**config.mk**
```make
export PLATFORM = sky130hd
export DESIGN_NAME = uart_echo_bridge
export DESIGN_NICKNAME = d
export VERILOG_FILES = /design/src/rtl/uart_echo_bridge.sv
export SDC_FILE = /design/constraint.sdc
export NUM_CORES = 1
export LEC_CHECK = 0
export CAP_MARGIN = 20
export CORE_MARGIN = 8
export CORE_UTILIZATION = 30
export DETAILED_ROUTE_END_ITERATION = 10
export PLACE_DENSITY = 0.42
export SYNTH_ARGS = -nofsm -noshare
export SYNTH_HDL_FRONTEND = slang
export SYNTH_SLANG_ARGS = --single-unit
export TNS_END_PERCENT = 30
```
**constraint.sdc**
```tcl
create_clock -name clk -period 12.1 [get_ports clk]
set_input_delay 3.025 -clock clk [delete_from_list [all_inputs] [get_ports clk]]
set_output_delay 3.025 -clock clk [all_outputs]
set_load 0.01 [all_outputs]
```
**src/rtl/uart_echo_bridge.sv**
```systemverilog
// Echo bridge between the UART receiver and transmitter: receive handshake -> byte FIFO
// (optional CR -> CR-LF expansion) -> transmit launch paced on tx_busy.
module uart_echo_bridge #(
  parameter int FIFO_DEPTH   = 8,
  parameter int CRLF_EXPAND  = 1,
  parameter int BUSY_TIMEOUT = 4
) (
  input  logic                            clk,
  input  logic                            rst,
  input  logic                            enable,
  input  logic                            rx_ready,
  input  logic [7:0]                      rx_data,
  output logic                            rx_ready_clr,
  input  logic                            tx_busy,
  output logic                            tx_en,
  output logic [7:0]                      tx_data,
  output logic [$clog2(FIFO_DEPTH):0]     fifo_count,
  output logic                            overflow
);

  localparam int AW = $clog2(FIFO_DEPTH);
  localparam int CW = AW + 1;
  localparam int TW = (BUSY_TIMEOUT > 1) ? $clog2(BUSY_TIMEOUT) : 1;

  typedef enum logic {I_IDLE, I_WAIT_LOW} ingest_state_t;
  typedef enum logic [1:0] {T_IDLE, T_WAIT_BUSY, T_WAIT_DONE} drain_state_t;

  ingest_state_t istate_reg, istate_next;
  drain_state_t  tstate_reg, tstate_next;

  logic [7:0]    mem [FIFO_DEPTH];
  logic [AW-1:0] wr_ptr_reg, rd_ptr_reg;
  logic [CW-1:0] count_reg, count_next;
  logic [TW-1:0] tcnt_reg, tcnt_next;
  logic          rx_ready_clr_reg, tx_en_reg, overflow_reg;
  logic [7:0]    tx_data_reg;

  logic          take, is_cr, fits, push_one, push_two, drop, launch;
  logic [CW-1:0] need, free, push_n;

  // Space is judged against the registered count, so a same-cycle pop never makes room.
  always_comb begin
    take     = (istate_reg == I_IDLE) && rx_ready;
    is_cr    = (CRLF_EXPAND != 0) && (rx_data == 8'h0D);
    need     = is_cr ? CW'(2) : CW'(1);
    free     = CW'(FIFO_DEPTH) - count_reg;
    fits     = (free >= need);
    push_one = take && fits && !is_cr;
    push_two = take && fits && is_cr;
    drop     = take && !fits;
    launch   = (tstate_reg == T_IDLE) && (count_reg != '0) && enable && !tx_busy;
    push_n   = push_two ? CW'(2) : (push_one ? CW'(1) : CW'(0));
    count_next = count_reg + push_n - {{(CW-1){1'b0}}, launch};
  end

  always_comb begin
    istate_next = istate_reg;
    case (istate_reg)
      I_IDLE:     if (rx_ready) istate_next = I_WAIT_LOW;
      I_WAIT_LOW: if (!rx_ready) istate_next = I_IDLE;
      default:    istate_next = I_IDLE;
    endcase
  end

  always_comb begin
    tstate_next = tstate_reg;
    tcnt_next   = tcnt_reg;
    case (tstate_reg)
      T_IDLE: begin
        if (launch) begin
          tstate_next = T_WAIT_BUSY;
          tcnt_next   = '0;
        end
      end
      T_WAIT_BUSY: begin
        if (tx_busy) tstate_next = T_WAIT_DONE;
        else if (tcnt_reg == TW'(BUSY_TIMEOUT - 1)) tstate_next = T_IDLE;
        else tcnt_next = tcnt_reg + TW'(1);
      end
      T_WAIT_DONE: if (!tx_busy) tstate_next = T_IDLE;
      default:     tstate_next = T_IDLE;
    endcase
  end

  // Storage array carries no reset; emptiness is tracked by the pointers and count.
  always_ff @(posedge clk) begin
    if (push_one || push_two) mem[wr_ptr_reg] <= rx_data;
    if (push_two) mem[wr_ptr_reg + AW'(1)] <= 8'h0A;
  end

  always_ff @(posedge clk) begin
    if (rst) begin
      istate_reg       <= I_IDLE;
      tstate_reg       <= T_IDLE;
      tcnt_reg         <= '0;
      wr_ptr_reg       <= '0;
      rd_ptr_reg       <= '0;
      count_reg        <= '0;
      rx_ready_clr_reg <= 1'b0;
      tx_en_reg        <= 1'b0;
      tx_data_reg      <= 8'h00;
      overflow_reg     <= 1'b0;
    end else begin
      istate_reg       <= istate_next;
      tstate_reg       <= tstate_next;
      tcnt_reg         <= tcnt_next;
      count_reg        <= count_next;
      rx_ready_clr_reg <= take;
      tx_en_reg        <= launch;
      if (push_one) wr_ptr_reg <= wr_ptr_reg + AW'(1);
      if (push_two) wr_ptr_reg <= wr_ptr_reg + AW'(2);
      if (launch) begin
        tx_data_reg <= mem[rd_ptr_reg];
        rd_ptr_reg  <= rd_ptr_reg + AW'(1);
      end
      if (drop) overflow_reg <= 1'b1;
    end
  end

  assign rx_ready_clr = rx_ready_clr_reg;
  assign tx_en        = tx_en_reg;
  assign tx_data      = tx_data_reg;
  assign fifo_count   = count_reg;
  assign overflow     = overflow_reg;

endmodule

```
# Word level (Yosys, flattened, before mapping)
# Memory sizes are Yosys's and may differ from the RTL's. A register that Yosys moved wholly into a read port is not among the register bits.
# Index checks and enable logic that the tools add are counted.
dict set report totals {
  reg_bits 18
  latchBits 0
  mem_bits_rw 64
  rom_bits 0
  inputBits 13
  memories 1
}
# memory depth width rd rd_ports_with_merged_regs write_ports line
set memory_table {}
lappend memory_table {mem 8 8 1 1 2 31} ;# logic [7:0] mem [FIFO_DEPTH];
dict set report classes {
  add_sub_neg 7
  n_mul 0
  div_mod_pow 0
  magnitude_cmp 1
  n_eq_ne 9
  n_shift 0
  mux 19
  n_bitwise 1
  reduce_logical 18
}
# cell n
set op_table {}
lappend op_table {{2-bit 2-to-1 mux} 9}
lappend op_table {{8-bit by 4-bit == test with 1-bit output (second input constant)} 1}
lappend op_table {{1-bit logical AND} 8}
lappend op_table {{2-bit inequality test (second input constant)} 4}
lappend op_table {{3-bit by 1-bit adder with 3-bit output (second input constant)} 2}
lappend op_table {{1-bit 2-to-1 mux} 6}
lappend op_table {{3-bit 2-to-1 mux} 2}
lappend op_table {{2-bit one-hot mux with 3 select lines} 1}
lappend op_table {{4-bit by 2-bit adder with 4-bit output} 1}
lappend op_table {{2-bit == test (second input constant)} 2}
lappend op_table {{4-bit by 2-bit >= comparator with 1-bit output} 1}
lappend op_table {{2-bit one-hot mux with 2 select lines} 1}
lappend op_table {{4-bit AND reduction} 1}
lappend op_table {{2-bit nonzero test} 2}
lappend op_table {{4-bit nonzero test} 1}
lappend op_table {{4-bit by 1-bit subtractor with 4-bit output} 1}
lappend op_table {{4-bit subtractor (first input constant)} 1}
lappend op_table {{3-bit by 2-bit adder with 3-bit output (second input constant)} 1}
lappend op_table {{1-bit logical NOT} 3}
lappend op_table {{3-bit inequality test (second input constant)} 1}
lappend op_table {{3-bit AND reduction} 1}
lappend op_table {{2-bit by 1-bit adder with 2-bit output (second input constant)} 1}
lappend op_table {{2-bit by 1-bit == test with 1-bit output (second input constant)} 1}
lappend op_table {{2-bit logical NOT} 1}
lappend op_table {{other kinds (2)} 2}

# Logic depth before layout (Yosys ltp)
dict set report logic_depth {
  word_depth 9
  mapped_depth 18
  depth_no_buf 15
}

# Worst setup path after synthesis
# No wires, ideal clock.
dict set report synth_path {
  kind {input-to-reg}
  startpoint {in rx_data[5]}
  endpoint {reg count_reg[3] (netlist: fifo_count[3])}
  setup_time_ns 0.128
  t_arrival_ns 5.979
  t_required_ns 11.972
  path_slack_ns 5.994
  path_stages 18
  n_path_buf 3
  path_cell_list {buf_4 -> nor4_1 -> and4_1 -> buf_6 -> inv_4 -> ha_1 -> nand2b_1 -> a211oi_4 -> buf_6 -> a21oi_4 -> nand2_1 -> ha_1 -> inv_1 -> ha_1 -> a21o_1 -> a21oi_1 -> xnor2_1 -> nor2_1}
}
dict set report synth_via {
  elab_chain_cells 9
  word_cells_on_any_way 11
}
# item line
set synth_lines {}
lappend synth_lines {{start: declaration} 12} ;# input logic [7:0] rx_data,
lappend synth_lines {{8-bit by 4-bit == test with 1-bit output *} 44} ;# is_cr = (CRLF_EXPAND != 0) && (rx_data == 8'h0D);
lappend synth_lines {{2-bit 2-to-1 mux} 45} ;# need = is_cr ? CW'(2) : CW'(1);
lappend synth_lines {{4-bit by 2-bit >= comparator with 1-bit output} 47} ;# fits = (free >= need);
lappend synth_lines {{1-bit logical AND} {48, 49}}
lappend synth_lines {{1-bit logical AND} 48} ;# push_one = take && fits && !is_cr;
lappend synth_lines {{1-bit 2-to-1 mux} 52} ;# push_n = push_two ? CW'(2) : (push_one ? CW'(1) : CW'(0));
lappend synth_lines {{2-bit 2-to-1 mux *} 52}
lappend synth_lines {{4-bit by 2-bit adder with 4-bit output *} 53} ;# count_next = count_reg + push_n - {{(CW-1){1'b0}}, launch};
lappend synth_lines {{4-bit by 1-bit subtractor with 4-bit output *} 53}
lappend synth_lines {{end signal: assignment} 107} ;# count_reg <= count_next;
lappend synth_lines {{end: declaration} 33} ;# logic [CW-1:0] count_reg, count_next;
# Every way passes the cells marked *; elsewhere a longest branch is shown, timed or not.
# A chain may end at the register's enable or synchronous reset.

# Worst setup path after layout
dict set report layout_path {
  startpoint {in rx_data[4]}
  endpoint {reg count_reg[3] (netlist: fifo_count[3])}
}
# The elaborated chain is that of the path after synthesis.

==> impl_metrics.yaml <==
die:
  die_height_um: 137
  dieWidth_um: 137
  rows: 44
  ios: 28
  initial_standard_cell_utilization_of_the_core: 0.305
  coreArea_sq_um: 14500
  fp.dieArea_sq_um: 18900
power:
  power.share.sequential: 0.379
  internal_power_w: 0.000717
  cellLeakagePower_nw: 1.94
  clkPwrFrac: 0.237
  power_switching_share: 0.366
  worst_ir_drop_vdd_mv: 0.0785
  power_density_nw_per_um2: 222
  combinational_share_of_power: 0.383
  power.net_switching_w: 0.000414
timing:
  hold_viol: 0
  rsz0062_at_grt: "no"
  max_slew_margin: 0.269
  timing_worst_slew_pin_value_ns: 1.09
  final.setup_skew_ns: 0.0107
  fin_tns_setup_ns: 0
  finalWorstPathRequiredPeriod_ns: 7.21
  fmaxAchievable_mhz: 139
  report.final.setup_viol: 0
  final_max_slew_viols: 0
  layout_worst_path_cycle_share: 0.596
final_layout:
  design_area_sq_um: 5090
  synth_to_layout_area_growth_pct: 15.2
  fillers: 1462
  nets: 454
  largest_register_ff_count: 64
  share_of_cells_above_drive_strength_1: 0.126
  antenna-diode-count: 0
global_routing:
  grt_pass1_vias: 2930
  grt_remaining_overflow: 0
  grt_pass1_wl_mm: 17.4
  globalRouteTotalUtil: 0.125
  antenna_violations_before_repair: 0
  grt_start_max_net_pins: 27
clock_network:
  cts_buffer_depth: 2
  tritoncts: "done"
  clkLatencyLatePin_ns: 0.35
  cts-hold-fix-buffers: 0
  clock_sinks: 90
  cts.root.buffer_cell: "clkbuf_16"
  cts.clk_slew.worst_paths_ns: 0.06
  ctsResizeCount: 0
  cts_max_level: 3
  cts_buffers: 9
  postCtsSetupRepairBufs: 0
synthesis:
  synth_area_leader_cell: "dfxtp_1"
  synth_top_area_share: 0.407
  postSynthAreaPerCell_sq_um: 10.8
  post-synth-top-count-cell: "dfxtp_1"
  synth_seq_area_share: 0.407
  synthTopCellsByCount: "dfxtp_1 (90), nor2_1 (72), mux2i_1 (63)"
  postSynthCellCount: 408
  synth_warnings: 0
  synth_top_flop_cell: "dfxtp_1"
  synth_top_area_cells: "dfxtp_1 (41%), mux2i_1 (14%), mux4_2 (8.1%)"
  synth_fp_nets: 438
  synth_enable_flop_cells: 0
  syn_area_sq_um: 4420
  synth.lib_cells_used.distinct: 41
  asyncSetResetFlopFracSynth: 0
  synth.ff_latch_count: 90
drt:
  post_drt_wl_per_cell_um: 18.1
  via_count: 2930
  routed_wirelength_mm: 11.1
  drt_iter0_drc: 215
  ant_nets: 0
  drt_pass1_iterations: 5
  avgViaCountPerCell: 4.79
  drc: 0
worst_setup_path:
  worstReg2RegEnd: "fifo_count[3]$_SDFF_PP0_"
  worstRegToRegCells: 13
  crit_path_capture_type: "flop"
  critical_path.max_fanout: 12
  r2r-start: "fifo_count[0]$_SDFF_PP0_"
  critical_path.startpoint: "rx_data[4]"
  worstSetupStartpointType: "input port"
  required_ns: 12.34
  critical_path_arrival_ns: 7.44
  timing_worst_setup_path_type: "in2reg"
  r2r_setup_slack_ns: 8.55
hold_path:
  timing.hold.worst_path_depth: 2
  hold_wc_path_type: "reg2reg"
  whs_endpoint: "overflow$_SDFFE_PP0P_"
  beginning_of_the_worst_hold_path: "overflow$_SDFFE_PP0P_"
place:
  io_buffer_count: 27
  place_congestion: 0.742
  post_dp_cell_area_sq_um: 4800
  detailed_place_hpwl_mm: 7.38
status:
  status: "completed"
job:
  max_cap_violations: 0
-- placed cells by master (no fill, tap or decap), types with 2 or more instances in the layout --
master / synthesis / final
a21oi_1: 4 / 4
a21oi_4: 9 / 9
inv_1: 12 / 12
nor3_4: 2 / 2
nand3b_1: 4 / 4
nor2_1: 72 / 72
clkdlybuf4s50_1: 0 / 27
a211oi_1: 9 / 9
xnor2_1: 8 / 7
nand2_1: 11 / 11
o21ai_0: 3 / 3
nand2b_1: 2 / 2
a211o_1: 12 / 12
mux4_2: 16 / 16
xor2_1: 2 / 2
mux2i_1: 63 / 63
and2_1: 2 / 2
nor2b_1: 19 / 19
clkbuf_1: 11 / 2
and3_1: 3 / 3
buf_4: 1 / 3
nor4_4: 4 / 4
clkbuf_16: 0 / 10
dfxtp_1: 90 / 90
nand3_1: 6 / 6
ha_1: 16 / 16
-- worst max-delay path: stages --
cell and delay, ns:
clkdlybuf4s50_1 0.58, nor4_1 0.40, and4_1 0.50, inv_4 0.12, ha_1 0.28, nand2b_1 0.17, a211oi_4 0.93, a21oi_4 0.18
nand2_1 0.14, ha_1 0.23, inv_1 0.10, ha_1 0.24, a21o_1 0.18, a21oi_1 0.16, xnor2_1 0.13, nor2_1 0.05
-- per-stage QoR --
| stage | hold slack, ns | setup WS, ns | total power [W] | util | instances |
|---|---|---|---|---|---|
| final | 0.475 | 4.89 | 0.00113 | 0.352 | 612 |
| after global routing | 0.509 | 4.71 | 0.00121 | 0.352 | 612 |
| after CTS | 0.482 | 4.83 | 0.00114 | 0.350 | 611 |
| after detailed placement | 0.467 | 4.48 | 0.000873 | 0.331 | 596 |
| after global placement | 0.463 | 4.56 | 0.000866 | 0.331 | 596 |
| after floorplan | 0.436 | 5.99 | 0.000772 | - | 408 |
-- worst max path at each step --
stage / depth (start not counted) / to / slack, ns
5_1_grt: 16 / fifo_count[3]$_SDFF_PP0_ / 4.71
6_report: 16 / fifo_count[3]$_SDFF_PP0_ / 4.89
2_1_floorplan: 18 / fifo_count[3]$_SDFF_PP0_ / 5.99
3_3_place_gp: 16 / fifo_count[3]$_SDFF_PP0_ / 4.56
4_1_cts: 16 / fifo_count[3]$_SDFF_PP0_ / 4.83
3_5_place_dp: 16 / fifo_count[3]$_SDFF_PP0_ / 4.48
-- power groups by stage --
stage               Clock (W)  Sequential [W]  Combinational, W
finish               0.000269        0.000429          0.000434
global route         0.000287        0.000441          0.000480
CTS                  0.000277        0.000429          0.000439
detailed placement          0        0.000435          0.000437
global placement            0        0.000434          0.000432
floorplan                   0        0.000422          0.000351
-- logic make-up (layout without fill, tap and decap cells) --
group           Yosys count  count (layout)  synth area share
simple gates            131             131             0.159
flops                    90              90             0.407
mux                      79              79             0.224
compound gates           42              42            0.0931
buf+inv                  39              59            0.0467
fa+ha+maj                17              17            0.0498
xor+xnor                 10              10            0.0198
-- area by class of cell --
class | count | area, sq um | area share
clock buffers | 12 | 246 | 0.0484
clock inverters | 3 | 25.0 | 0.00491
inverters | 13 | 51.3 | 0.0101
multi-input cells | 279 | 2420 | 0.475
flip-flops and latches | 90 | 1800 | 0.354
well taps | 184 | 230 | 0.0452
repair buffers | 31 | 318 | 0.0624
-- routing by layer --
metal	global-route usage	share of wire	up-vias
li1	-	-	1455
met2	0.197	0.47	47
met5	0	0	-
met4	0.0555	0.021	0
met1	0.161	0.47	1412
met3	0.0259	0.038	16
Power figures use the tool's default switching activity.
